<file path="config.mk">
export PLATFORM = sky130hd
export DESIGN_NAME = latch_wr_sched
export DESIGN_NICKNAME = d
export VERILOG_FILES = /design/src/rtl/latch_sched_pkg.sv /design/src/rtl/latch_wr_sched_rr_arbiter.sv /design/src/rtl/latch_wr_sched.sv
export SDC_FILE = /design/constraint.sdc
export NUM_CORES = 1
export LEC_CHECK = 0
export ABC_CLOCK_PERIOD_IN_PS = 6230
export BUFFER_PORTS_ARGS = -buffer_cell sky130_fd_sc_hd__buf_4
export CELL_PAD_IN_SITES_DETAIL_PLACEMENT = 1
export CELL_PAD_IN_SITES_GLOBAL_PLACEMENT = 1
export CORE_MARGIN = 4
export CORE_UTILIZATION = 46
export CTS_CLUSTER_SIZE = 25
export DETAILED_ROUTE_END_ITERATION = 7
export HOLD_SLACK_MARGIN = 0.08
export PLACE_DENSITY = 0.8
export SLEW_MARGIN = 20
export SYNTH_ARGS = -nofsm -noshare
export SYNTH_HDL_FRONTEND = slang
export SYNTH_SLANG_ARGS = --single-unit
</file>
<file path="constraint.sdc">
create_clock -name clk -period 6.23 [get_ports clk]
set_input_delay 0.623 -clock clk [delete_from_list [all_inputs] [get_ports clk]]
set_output_delay 0.623 -clock clk [all_outputs]
set_load 0.05 [all_outputs]
</file>
<file path="src/rtl/latch_sched_pkg.sv">
// Shared definitions for the complementary-cell write scheduler:
// FSM state encoding and the pointer/counter width helper.
package latch_sched_pkg;

    // Scheduler states; encodings are fixed so they can be observed on a probe.
    typedef enum logic [1:0] {
        S_IDLE = 2'd0,
        S_HOLD = 2'd1,
        S_DONE = 2'd2
    } state_t;

    // Width needed to index n items, never less than one bit.
    function automatic int ptr_width(input int n);
        return (n > 1) ? $clog2(n) : 1;
    endfunction

    // Default requester count and the matching round-robin pointer width.
    localparam int DEF_NREQ = 4;
    localparam int PTR_W    = ptr_width(DEF_NREQ);

endpackage

</file>
<file path="src/rtl/latch_wr_sched_rr_arbiter.sv">
// Combinational round-robin picker: scans req starting at ptr, wrapping
// NREQ-1 -> 0, and returns the first set requester as one-hot and as index.
module rr_arbiter
    import latch_sched_pkg::*;
#(
    parameter int NREQ = 4,
    parameter int PW   = ptr_width(NREQ)
) (
    input  logic [NREQ-1:0] req,
    input  logic [PW-1:0]   ptr,
    output logic [NREQ-1:0] win,
    output logic [PW-1:0]   win_idx,
    output logic            any
);

    logic [PW-1:0] cand_s;

    // Rotating priority scan: the first requester found at or after ptr wins.
    always_comb begin
        win     = '0;
        win_idx = '0;
        any     = 1'b0;
        cand_s  = '0;
        for (int k = 0; k < NREQ; k++) begin
            cand_s = PW'((32'(ptr) + 32'(k)) % 32'(NREQ));
            if (!any && req[cand_s]) begin
                any          = 1'b1;
                win_idx      = cand_s;
                win[cand_s]  = 1'b1;
            end else begin
                any = any;
            end
        end
    end

endmodule

</file>
<file path="src/rtl/latch_wr_sched.sv">
// Write scheduler for a complementary storage cell (q / p = ~q).
// Requesters are arbitrated round-robin; the winner's data is captured once
// at grant and driven into the cell for HOLD cycles, followed by a one-cycle
// completion pulse. All outputs are registered.
module latch_wr_sched
    import latch_sched_pkg::*;
#(
    parameter int NREQ = 4,
    parameter int DW   = 1,
    parameter int HOLD = 2
) (
    input  logic               clk,
    input  logic               rst,
    input  logic [NREQ-1:0]    req,
    input  logic [NREQ*DW-1:0] din,
    output logic [NREQ-1:0]    gnt,
    output logic               we,
    output logic               done,
    output logic               busy,
    output logic [DW-1:0]      q,
    output logic [DW-1:0]      p
);

    localparam int PW = ptr_width(NREQ);
    localparam int CW = ptr_width(HOLD);

    state_t          state_r;
    logic [PW-1:0]   ptr_r;
    logic [CW-1:0]   cnt_r;
    logic [DW-1:0]   cap_r;

    logic [NREQ-1:0] win_s;
    logic [PW-1:0]   win_idx_s;
    logic            any_s;
    logic [DW-1:0]   win_data_s;
    logic [PW-1:0]   ptr_nxt_s;

    rr_arbiter #(
        .NREQ (NREQ),
        .PW   (PW)
    ) u_arb (
        .req     (req),
        .ptr     (ptr_r),
        .win     (win_s),
        .win_idx (win_idx_s),
        .any     (any_s)
    );

    // Select the winner's data slice for capture.
    always_comb begin
        win_data_s = din[int'(win_idx_s)*DW +: DW];
    end

    // Pointer moves to the requester just after the winner, wrapping to zero.
    always_comb begin
        if (win_idx_s == PW'(NREQ - 1)) begin
            ptr_nxt_s = '0;
        end else begin
            ptr_nxt_s = win_idx_s + PW'(1);
        end
    end

    // Scheduler FSM with all outputs and the cell itself held in registers.
    always_ff @(posedge clk or posedge rst) begin
        if (rst) begin
            state_r <= S_IDLE;
            ptr_r   <= '0;
            cnt_r   <= '0;
            cap_r   <= '0;
            gnt     <= '0;
            we      <= 1'b0;
            done    <= 1'b0;
            busy    <= 1'b0;
            q       <= '0;
            p       <= '1;
        end else begin
            case (state_r)
                S_IDLE: begin
                    done <= 1'b0;
                    if (any_s) begin
                        gnt     <= win_s;
                        cap_r   <= win_data_s;
                        ptr_r   <= ptr_nxt_s;
                        cnt_r   <= CW'(HOLD - 1);
                        we      <= 1'b1;
                        busy    <= 1'b1;
                        state_r <= S_HOLD;
                    end else begin
                        gnt  <= '0;
                        we   <= 1'b0;
                        busy <= 1'b0;
                    end
                end
                S_HOLD: begin
                    // The cell follows the captured value, not the live inputs.
                    q <= cap_r;
                    p <= ~cap_r;
                    if (cnt_r == CW'(0)) begin
                        gnt     <= '0;
                        we      <= 1'b0;
                        done    <= 1'b1;
                        state_r <= S_DONE;
                    end else begin
                        cnt_r <= cnt_r - CW'(1);
                    end
                end
                S_DONE: begin
                    done    <= 1'b0;
                    busy    <= 1'b0;
                    gnt     <= '0;
                    we      <= 1'b0;
                    state_r <= S_IDLE;
                end
                default: begin
                    gnt     <= '0;
                    we      <= 1'b0;
                    done    <= 1'b0;
                    busy    <= 1'b0;
                    state_r <= S_IDLE;
                end
            endcase
        end
    end

endmodule
</file>
==> qor.csv, run 1 <==
metric,value,unit
most frequent cell after synthesis,dfrtp_1,
TritonRoute pass-1 iters,4,
GR Util All Layers,0.1785,
ANT nets after route,0,
Post-Route WL,2.780,mm
number of global-route vias before repair,1059,
syn_area_per_cell,9.364,sq um
FF-to-FF End,ptr_r[1],
Starting Density,0.4838,
Fmax,0.3513,GHz
Post-CTS Setup Repair Bufs,0,
relative slew slack,0.5324,
final setup TNS,0,ns
Worst Hold Class,input pin to async pin,
initial antenna violation count,0,
CTS H-tree lvls,1,
Pleak,0.5854,nW
Post-synth top cells,"dfrtp_1, nor2_1, nand2_1",
clock slew seen by the registers of the worst setup and hold paths,0.09,ns
CTS resizes,0,
Worst Setup EP,ptr_r[1],
die extent in x,59.05,um
via-per-instance ratio,5.929,
ys flop type,dfrtp_1,
RSZ-0062 raised after global routing,false,
root buf cell,clkbuf_4,
Worst Tran Pin Value,0.7013,ns
Yosys reg bits,15,
Synth area leader,dfrtp_1,
Final Slew Violations,0,
largest net degree at the start of global routing,21,
TritonCTS buffer count,3,
Ys Warns,0,
number of setup violations in the final report,0,
GRT overflow,0,
Crit Path Max Fanout,20,
Synth area leaders,"dfrtp_1, ha_1, nor2_1, mux4_2, a221o_1",
clk sinks,15,
Core Region,2477,sq um
Routed WL per cell,16.35,um
register area share after synthesis,0.3142,
CP Data Required Time,6.39,ns
first-pass GRT wire length,4.871,mm
Synth cell types,40,
"Clk Latency, worst-skew pair",0.29,ns
Antenna diodes,0,
worst r2r path cells,8,
CP Launch Type,register,
hold bufs inserted after CTS,0,
worst r2r src,ptr_r[0],
clk_skew,0.004720,ns
critical setup path kind,register to register,
CTS tree,yes,
r2r setup slk,3.38,ns
Synth Instances,128,
CP Capture Type,register,
layout cells sized above 1,0.2357,
Port Buffer Count,18,
Die Area,3486,sq um
Yosys top cell area share,0.2923,
"EDFF count, synth",0,
vias,1008,
Post-Layout Inst Area,1339,sq um
outcome,completed,
Synth Cell Area,1199,sq um
dpl hpwl,2.191,mm
gpl congestion,0.7986,
clock tree buffer depth,2,
Max VDD drop,368.4,uV
crit path time final,2.846,ns
detailed-route DRC error count,0,
"FFs w/ async S/R, synth",1.000,
arrival time at the worst endpoint,3.01,ns
Final Cycle Share,0.4569,
Chip Height,59.05,um
PwrDens,597.2,nW/um^2
"Hold Vio Cnt, Final",0,
max cap viols,0,
I/O Pins,19,
DRT iter0 DRCs,8,
Syn-to-layout area delta,11.69,%
row count,18,
CP startpoint,ptr_r[0],
DP Area,1313,sq um
final net count,159,
net count after synthesis,146,
==> worst min path at each step <==
stage	slack, ns	endpoint	startpoint
5_1_grt	0.43	state_r[1]	rst
3_5_place_dp	0.44	state_r[1]	cnt_r
4_1_cts	0.41	state_r[1]	rst
2_1_floorplan	0.42	p	cap_r
3_3_place_gp	0.44	state_r[1]	cnt_r
6_report	0.38	we	rst
==> registers in the layout, summed over array words and instances (netlist names) <==
register,flops
busy,1
ptr_r,2
done,1
state_r,2
q,1
p,1
cap_r,1
gnt,4
cnt_r,1
we,1
==> final cells by class <==
| class | count | area, sq um |
|---|---|---|
| clock buffers | 4 | 26.28 |
| fillers | 310 | 1139 |
| inverters | 6 | 22.52 |
| multi-input cells | 97 | 740.7 |
| flip-flops and latches | 15 | 376.6 |
| well taps | 30 | 37.54 |
| repair buffers | 18 | 135.1 |
==> metrics by stage <==
step | power, mW | hold WS [ns] | worst slack [ns] | utilization | instances
2_1_floorplan | 0.6358 | 0.4232 | 3.917 | - | 128
3_3_place_gp | 0.7248 | 0.4363 | 3.533 | 0.5298 | 166
6_report | 0.7995 | 0.3821 | 3.384 | 0.5404 | 170
5_1_grt | 0.8685 | 0.4324 | 3.150 | 0.5404 | 170
3_5_place_dp | 0.7488 | 0.4433 | 3.389 | 0.5298 | 166
4_1_cts | 0.8061 | 0.4056 | 3.380 | 0.5404 | 170
==> per-layer routing <==
layer | vias to the layer above | wire (um) | GRT usage
li1 | 494 | - | -
met1 | 490 | 1238 | 0.2271
met2 | 22 | 1436 | 0.3202
met3 | 2 | 95 | 0.03704
met4 | 0 | 10 | 0.01942
met5 | - | 0 | 0
==> cell families (layout without fill, tap and decap cells) <==
family                   Yosys count  in the layout  synth area share
AND/OR/NAND/NOR                   38             38            0.1545
AO/OA/AOI/OAI                     36             36            0.2286
buffers and inverters             16             28           0.06784
flip-flops                        15             15            0.3142
multiplexers                      11             11            0.1221
adder cells (fa/ha/maj)            8              8           0.08351
XOR/XNOR                           4              4           0.02923
==> worst max-delay path: stages, from the launching register on <==
cell and delay [ns]:
dfrtp_1 0.80, inv_2 0.26, ha_1 0.52, mux4_2 0.44, nor2b_4 0.22, nor2_2 0.07
xnor2_1 0.17, xnor2_1 0.15, o21ai_1 0.08
==> report_power, final <==
part / leakage (nW) / switching [mW] / internal, mW
clock network: 0.0150 / 0.0322 / 0.0249
logic: 0.386 / 0.318 / 0.218
registers: 0.185 / 0.0612 / 0.146
total: 0.585 / 0.411 / 0.388
==> layout by cell type, fill, tap and decap left out, types with 2 or more instances in the layout <==
| cell | n |
|---|---|
| a211oi_1 | 5 |
| a221o_1 | 4 |
| o21ai_0 | 3 |
| nor3_1 | 4 |
| o32ai_1 | 3 |
| nand2b_1 | 5 |
| buf_4 | 18 |
| xnor2_1 | 3 |
| mux2_2 | 3 |
| nand2_1 | 9 |
| mux2i_2 | 2 |
| mux2i_1 | 4 |
| clkbuf_4 | 3 |
| ha_1 | 8 |
| o22ai_1 | 3 |
| a22oi_1 | 4 |
| o21ai_1 | 2 |
| inv_1 | 5 |
| mux4_2 | 2 |
| a21oi_1 | 3 |
| nor2_1 | 13 |
| or3_1 | 3 |
| dfrtp_1 | 14 |
Note: power is estimated with default switching activity, not from simulation.
==> run 2: changes to the inputs <==
--- a/config.mk
+++ b/config.mk
@@ -5,16 +5,17 @@
 export SDC_FILE = /design/constraint.sdc
 export NUM_CORES = 1
 export LEC_CHECK = 0
-export ABC_CLOCK_PERIOD_IN_PS = 6230
+export ABC_AREA = 1
+export ABC_CLOCK_PERIOD_IN_PS = 2690
 export BUFFER_PORTS_ARGS = -buffer_cell sky130_fd_sc_hd__buf_4
 export CELL_PAD_IN_SITES_DETAIL_PLACEMENT = 1
 export CELL_PAD_IN_SITES_GLOBAL_PLACEMENT = 1
 export CORE_MARGIN = 4
-export CORE_UTILIZATION = 46
+export CORE_UTILIZATION = 40
 export CTS_CLUSTER_SIZE = 25
 export DETAILED_ROUTE_END_ITERATION = 7
 export HOLD_SLACK_MARGIN = 0.08
-export PLACE_DENSITY = 0.8
+export PLACE_DENSITY = 0.73
 export SLEW_MARGIN = 20
 export SYNTH_ARGS = -nofsm -noshare
 export SYNTH_HDL_FRONTEND = slang
==> constraint.sdc (replaced) <==
create_clock -name clk -period 2.69 [get_ports clk]
set_input_delay 0.269 -clock clk [delete_from_list [all_inputs] [get_ports clk]]
set_output_delay 0.269 -clock clk [all_outputs]
set_load 0.05 [all_outputs]
==> run 2 against run 1 <==
Net effect:
- design area rose by 2.3%
- synthesized area fell by 3.5%
- non-clock buffer count rose by 3
- first-iteration DRC count rose to 5.5 times the previous value
- global-route usage fell by 1.0 points
- sequential share of layout area fell by 0.64 points
- critical path type unchanged
- via count rose by 2.4%
- final cell count rose by 19%
- clock skew fell by 0.0041 ns
- setup slack got worse by 3.1 ns
- critical endpoint is now cap_r
- synthesized cell count rose by 16%
==> qor.csv, run 2 <==
metric,value,unit
DRT iter0 DRCs,44,
Routed WL per cell,13.85,um
layout cells sized above 1,0.2616,
Fmax,0.4126,GHz
cell mode on critical path,nand2_1,
Crit Path Max Fanout,12,
crit path time final,2.424,ns
TritonRoute pass-1 iters,4,
Core Region,2758,sq um
top flop regs,"gnt: 4 flops, ptr_r: 2 flops, state_r: 2 flops",
Starting Density,0.4192,
Port Buffer Count,18,
GR Util All Layers,0.1680,
register area share after synthesis,0.3258,
"commonest non-fill, non-tap cell in the layout",nand2_1,
row count,19,
"Cell Chain, Critical Path",inv_8 > ha_1 > inv_1 > nand3_1 > nand2_1 > a21oi_1 > nand2_1 > nand3_1 > nand2_1 > nand3_1 > nand2_1 > nand2_1 > nand2_1,
final setup TNS,0,ns
dpl hpwl,2.371,mm
I/O Pins,19,
ys flop type,dfrtp_1,
Synth area leaders,"dfrtp_1, nand2_1, ha_1, nand3_1, inv_1",
clock slew seen by the registers of the worst setup and hold paths,0.08,ns
final net count,191,
Worst Hold Class,input pin to register,
most frequent cell after synthesis,nand2_1,
vias,1032,
root buf cell,clkbuf_4,
arrival time at the worst endpoint,2.60,ns
Synth Instances,148,
critical setup path kind,register to register,
r2r setup slk,0.27,ns
"Clk Latency, worst-skew pair",0.28,ns
CTS tree,yes,
most frequent cells in the layout,"nand2_1, buf_4, inv_1, nand3_1, dfrtp_1",
Final Cycle Share,0.9011,
die extent in x,61.76,um
Die Area,3814,sq um
CP Launch Type,register,
Syn-to-layout area delta,18.51,%
clock tree buffer depth,2,
worst hold stages,7,
CP Data Required Time,2.87,ns
GRT overflow,0,
Post-Route WL,2.811,mm
ANT nets after route,0,
Post-CTS Setup Repair Bufs,0,
FF-to-FF End,cap_r,
Chip Height,61.76,um
Critical Path Max Stage Delay,0.66,ns
Synth cell types,28,
CTS H-tree lvls,1,
"Buf+Inv Stages, Crit Path",2,
initial antenna violation count,0,
worst r2r path cells,13,
first-pass GRT wire length,4.698,mm
Min-Delay Startpoint,din[0],
relative slew slack,0.5987,
Yosys reg bits,15,
Synth area leader,dfrtp_1,
outcome,completed,
worst r2r src,ptr_r[0],
"FFs w/ async S/R, synth",1.000,
Largest Register,gnt,
largest net degree at the start of global routing,16,
"Slowest-stage cell, CP",dfrtp_1,
Post-synth top cells,"nand2_1, inv_1, nand3_1",
number of setup violations in the final report,0,
Worst Tran Pin Value,0.5998,ns
clk sinks,15,
clk_skew,0.0006205,ns
Synth Cell Area,1156,sq um
syn_area_per_cell,7.812,sq um
CTS resizes,0,
Antenna diodes,0,
Min-Delay Endpoint,cap_r,
max cap viols,0,
"EDFF count, synth",0,
hold bufs inserted after CTS,1,
detailed-route DRC error count,0,
RSZ-0062 raised after global routing,false,
"Hold Vio Cnt, Final",0,
via-per-instance ratio,5.084,
CP Capture Type,register,
Ys Warns,0,
"Largest delay share family, worst path",simple AND/OR/NAND/NOR gates,
Yosys top cell area share,0.3030,
max reg flops,4,
Final Slew Violations,0,
number of global-route vias before repair,1018,
gpl congestion,0.8672,
TritonCTS buffer count,3,
net count after synthesis,166,
## run 2: changes by cell type after synthesis, sizes merged, moves of 4 or more
cell    before  now
nand3        0   23
nand2b       5    0
inv          6   24
nor3         4    0
a211oi       5    0
nand2        9   46
buf          7    1
mux2i        6    0
nor2        14    6
a221o        4    0
## run 2: final cells by class
| class | count | area (sq um) |
|---|---|---|
| fillers | 360 | 1388 |
| multi-input cells | 108 | 665.6 |
| flip-flops and latches | 15 | 376.6 |
| repair buffers | 21 | 160.2 |
| inverters | 24 | 102.6 |
| well taps | 31 | 38.79 |
| clock buffers | 4 | 26.28 |
## run 2: how the worst max path moves through the flow
| stage | end | start | slack [ns] | cells after the start |
|---|---|---|---|---|
| 4_1_cts | cap_r | ptr_r[0] | 0.27 | 13 |
| 3_5_place_dp | cap_r | ptr_r[0] | 0.29 | 13 |
| 6_report | cap_r | ptr_r[0] | 0.27 | 13 |
| 2_1_floorplan | we | ptr_r[1] | 0.66 | 13 |
| 5_1_grt | cap_r | ptr_r[0] | 0.008 | 13 |
| 3_3_place_gp | cap_r | ptr_r[0] | 0.35 | 13 |
## run 2: routing by layer
metal,GRT usage,up-vias,part of all wire
met5,0,-,0
met4,0.01818,0,0.0043
met3,0.03926,2,0.032
met2,0.2706,15,0.47
met1,0.2374,488,0.49
li1,-,527,-
## run 2: tightest hold or removal path, delay by kind of cell
family | cells | cell delay (ns)
buf+inv | 2 | 0.10
simple gates | 5 | 0.27
## run 2: through the flow
stage                     setup slack [ns]  instance area, sq um    util  cells  hold slack (ns)
after floorplan                     0.6605                  1156       -    148           0.1698
after global placement              0.3531                  1334  0.4837    198           0.3520
after detailed placement            0.2853                  1334  0.4837    198           0.3624
after CTS                           0.2666                  1370  0.4968    203           0.3963
after global routing              0.007857                  1370  0.4968    203           0.4212
final                               0.2661                  1370  0.4968    203           0.3887
## run 2: cells by family (layout without fill, tap and decap cells)
logic type                 count (synthesis)  after routing  share of synthesized area
AOI/OAI and AO/OA                         21             21                     0.1190
xor gates and xnor gates                   1              1                   0.007577
and+or+nand+nor                           78             78                     0.3626
adders and majority gates                  8              8                    0.08658
buffers and inverters                     25             49                    0.09849
DFF                                       15             15                     0.3258
Power of run 2 is not shown: default switching activity piles up to over one toggle a cycle in this logic, so the estimate is an artifact.
==> run 3: changes to the inputs <==
--- a/config.mk
+++ b/config.mk
@@ -6,16 +6,16 @@
 export NUM_CORES = 1
 export LEC_CHECK = 0
 export ABC_AREA = 1
-export ABC_CLOCK_PERIOD_IN_PS = 2690
+export ABC_CLOCK_PERIOD_IN_PS = 2800
 export BUFFER_PORTS_ARGS = -buffer_cell sky130_fd_sc_hd__buf_4
 export CELL_PAD_IN_SITES_DETAIL_PLACEMENT = 1
 export CELL_PAD_IN_SITES_GLOBAL_PLACEMENT = 1
 export CORE_MARGIN = 4
-export CORE_UTILIZATION = 40
+export CORE_UTILIZATION = 43
 export CTS_CLUSTER_SIZE = 25
 export DETAILED_ROUTE_END_ITERATION = 7
 export HOLD_SLACK_MARGIN = 0.08
-export PLACE_DENSITY = 0.73
+export PLACE_DENSITY_LB_ADDON = 0.05
 export SLEW_MARGIN = 20
 export SYNTH_ARGS = -nofsm -noshare
 export SYNTH_HDL_FRONTEND = slang
==> constraint.sdc (replaced) <==
create_clock -name clk -period 2.8 [get_ports clk]
set_input_delay 0.28 -clock clk [delete_from_list [all_inputs] [get_ports clk]]
set_output_delay 0.28 -clock clk [all_outputs]
set_load 0.05 [all_outputs]
==> run 3 against run 2 <==
Net effect:
- wire length about the same
- final cell count down 0.99%
- clock-buffer cell count unchanged
- register-to-register slack better by 0.15 ns
- clock skew up 0.0040 ns
- global-route usage up 1.1 points
- via count up 1.2%
- critical endpoint unchanged
- hold slack better by 0.018 ns
- utilization up 4.3 points
- largest cell class unchanged
- flip-flop and latch count unchanged
==> qor.csv, run 3 (synthesis gave the netlist of run 2 again) <==
metric,value,unit
initial antenna violation count,0,
first-pass GRT wire length,4.940,mm
Syn-to-layout area delta,17.75,%
Final Cycle Share,0.8519,
Largest Register,gnt,
fillers,340,
Routed WL per cell,13.98,um
worst r2r path cells,15,
Worst Hold Class,input pin to register,
root buf cell,clkbuf_4,
Crit Path Max Fanout,12,
CP Launch Type,register,
gpl congestion,0.8209,
CTS tree,yes,
RSZ-0062 raised after global routing,false,
post-route setup slack,0.4148,ns
Port Buffer Count,18,
clock slew seen by the registers of the worst setup and hold paths,0.08,ns
most frequent cells in the layout,"nand2_1, inv_1, buf_4, nand3_1, dfrtp_1",
CP Capture Type,register,
r2r setup slk,0.41,ns
die extent in x,59.85,um
Antenna diodes,0,
Chip Height,59.85,um
Post-Layout Inst Area,1361,sq um
setup slack after placement,0.4196,ns
multi-input logic area,665.6,sq um
critical setup path kind,register to register,
arrival time at the worst endpoint,2.56,ns
TritonCTS buffer count,3,
Worst Tran Pin Value,0.5925,ns
worst hold stages,7,
CTS resizes,0,
Post-Route WL,2.809,mm
"Clk Latency, worst-skew pair",0.28,ns
"commonest non-fill, non-tap cell in the layout",nand2_1,
I/O Pins,19,
final net count,190,
largest net degree at the start of global routing,16,
top flop regs,"gnt: 4 flops, ptr_r: 2 flops, state_r: 2 flops",
final setup TNS,0,ns
DP Area,1325,sq um
layout cells sized above 1,0.2573,
row count,18,
number of global-route vias before repair,1069,
max cap viols,0,
via-per-instance ratio,5.194,
ANT nets after route,0,
Reg area,376.6,sq um
Final Slew Violations,0,
Fmax,0.4192,GHz
max reg flops,4,
Hold Worst Slack,0.4064,ns
vias,1044,
"Hold Vio Cnt, Final",0,
clock tree buffer depth,2,
CTS H-tree lvls,1,
GRT overflow,0,
detailed-route DRC error count,0,
relative slew slack,0.6035,
TritonRoute pass-1 iters,4,
Core Region,2522,sq um
number of setup violations in the final report,0,
CP Data Required Time,2.98,ns
Die Area,3582,sq um
clk sinks,15,
clk_skew,0.004657,ns
GR Util All Layers,0.1793,
crit path time final,2.385,ns
outcome,completed,
DRT iter0 DRCs,27,
Post-CTS Setup Repair Bufs,0,
Starting Density,0.4583,
dpl hpwl,2.358,mm
-- run 3: through the flow --
step | instances | utilization
floorplan | 148 | -
global placement | 196 | 0.5253
detailed placement | 196 | 0.5253
CTS | 201 | 0.5397
global route | 201 | 0.5397
finish | 201 | 0.5397
-- run 3: cell type report --
class                   count  share of cell area
multi-input cells         108              0.4890
flip-flops and latches     15              0.2767
repair buffers             20              0.1121
inverters                  24             0.07537
well taps                  30             0.02757
clock buffers               4             0.01930
-- run 3: metal layers --
layer / GRT usage / share of wire / vias up
met5: 0 / 0 / -
met4: 0.03797 / 0.0093 / 0
met3: 0.04104 / 0.035 / 4
met2: 0.2917 / 0.49 / 20
met1: 0.2414 / 0.47 / 496
li1: - / - / 524
-- run 3: repair_timing --
item                                    4_1_cts  5_1_grt
endpoints found under the setup margin        0        0
hold buffers                                  1        0
endpoints found under the hold margin        14        0
-- run 3: worst paths after layout --
path,endpoint,from
worst min register to register,q,q
max in group asynchronous,p,rst
worst max-delay path,cap_r,ptr_r[0]
worst max register to register,cap_r,ptr_r[0]
min in group asynchronous,gnt[1],rst
worst min-delay path,cap_r,din[2]
-- run 3: critical path: stages (launching register included) --
cell and delay (ns):
dfrtp_1 0.66, inv_8 0.11, ha_1 0.41, inv_1 0.10
nand2_1 0.09, nand2_2 0.09, nor2_8 0.16, nand3_2 0.10
inv_2 0.12, nand2_1 0.06, nand2_1 0.13, inv_1 0.06
nand3_1 0.06, nand2_1 0.05, nand2_1 0.05, nand2_1 0.04
Power of run 3 is left out for the same reason.
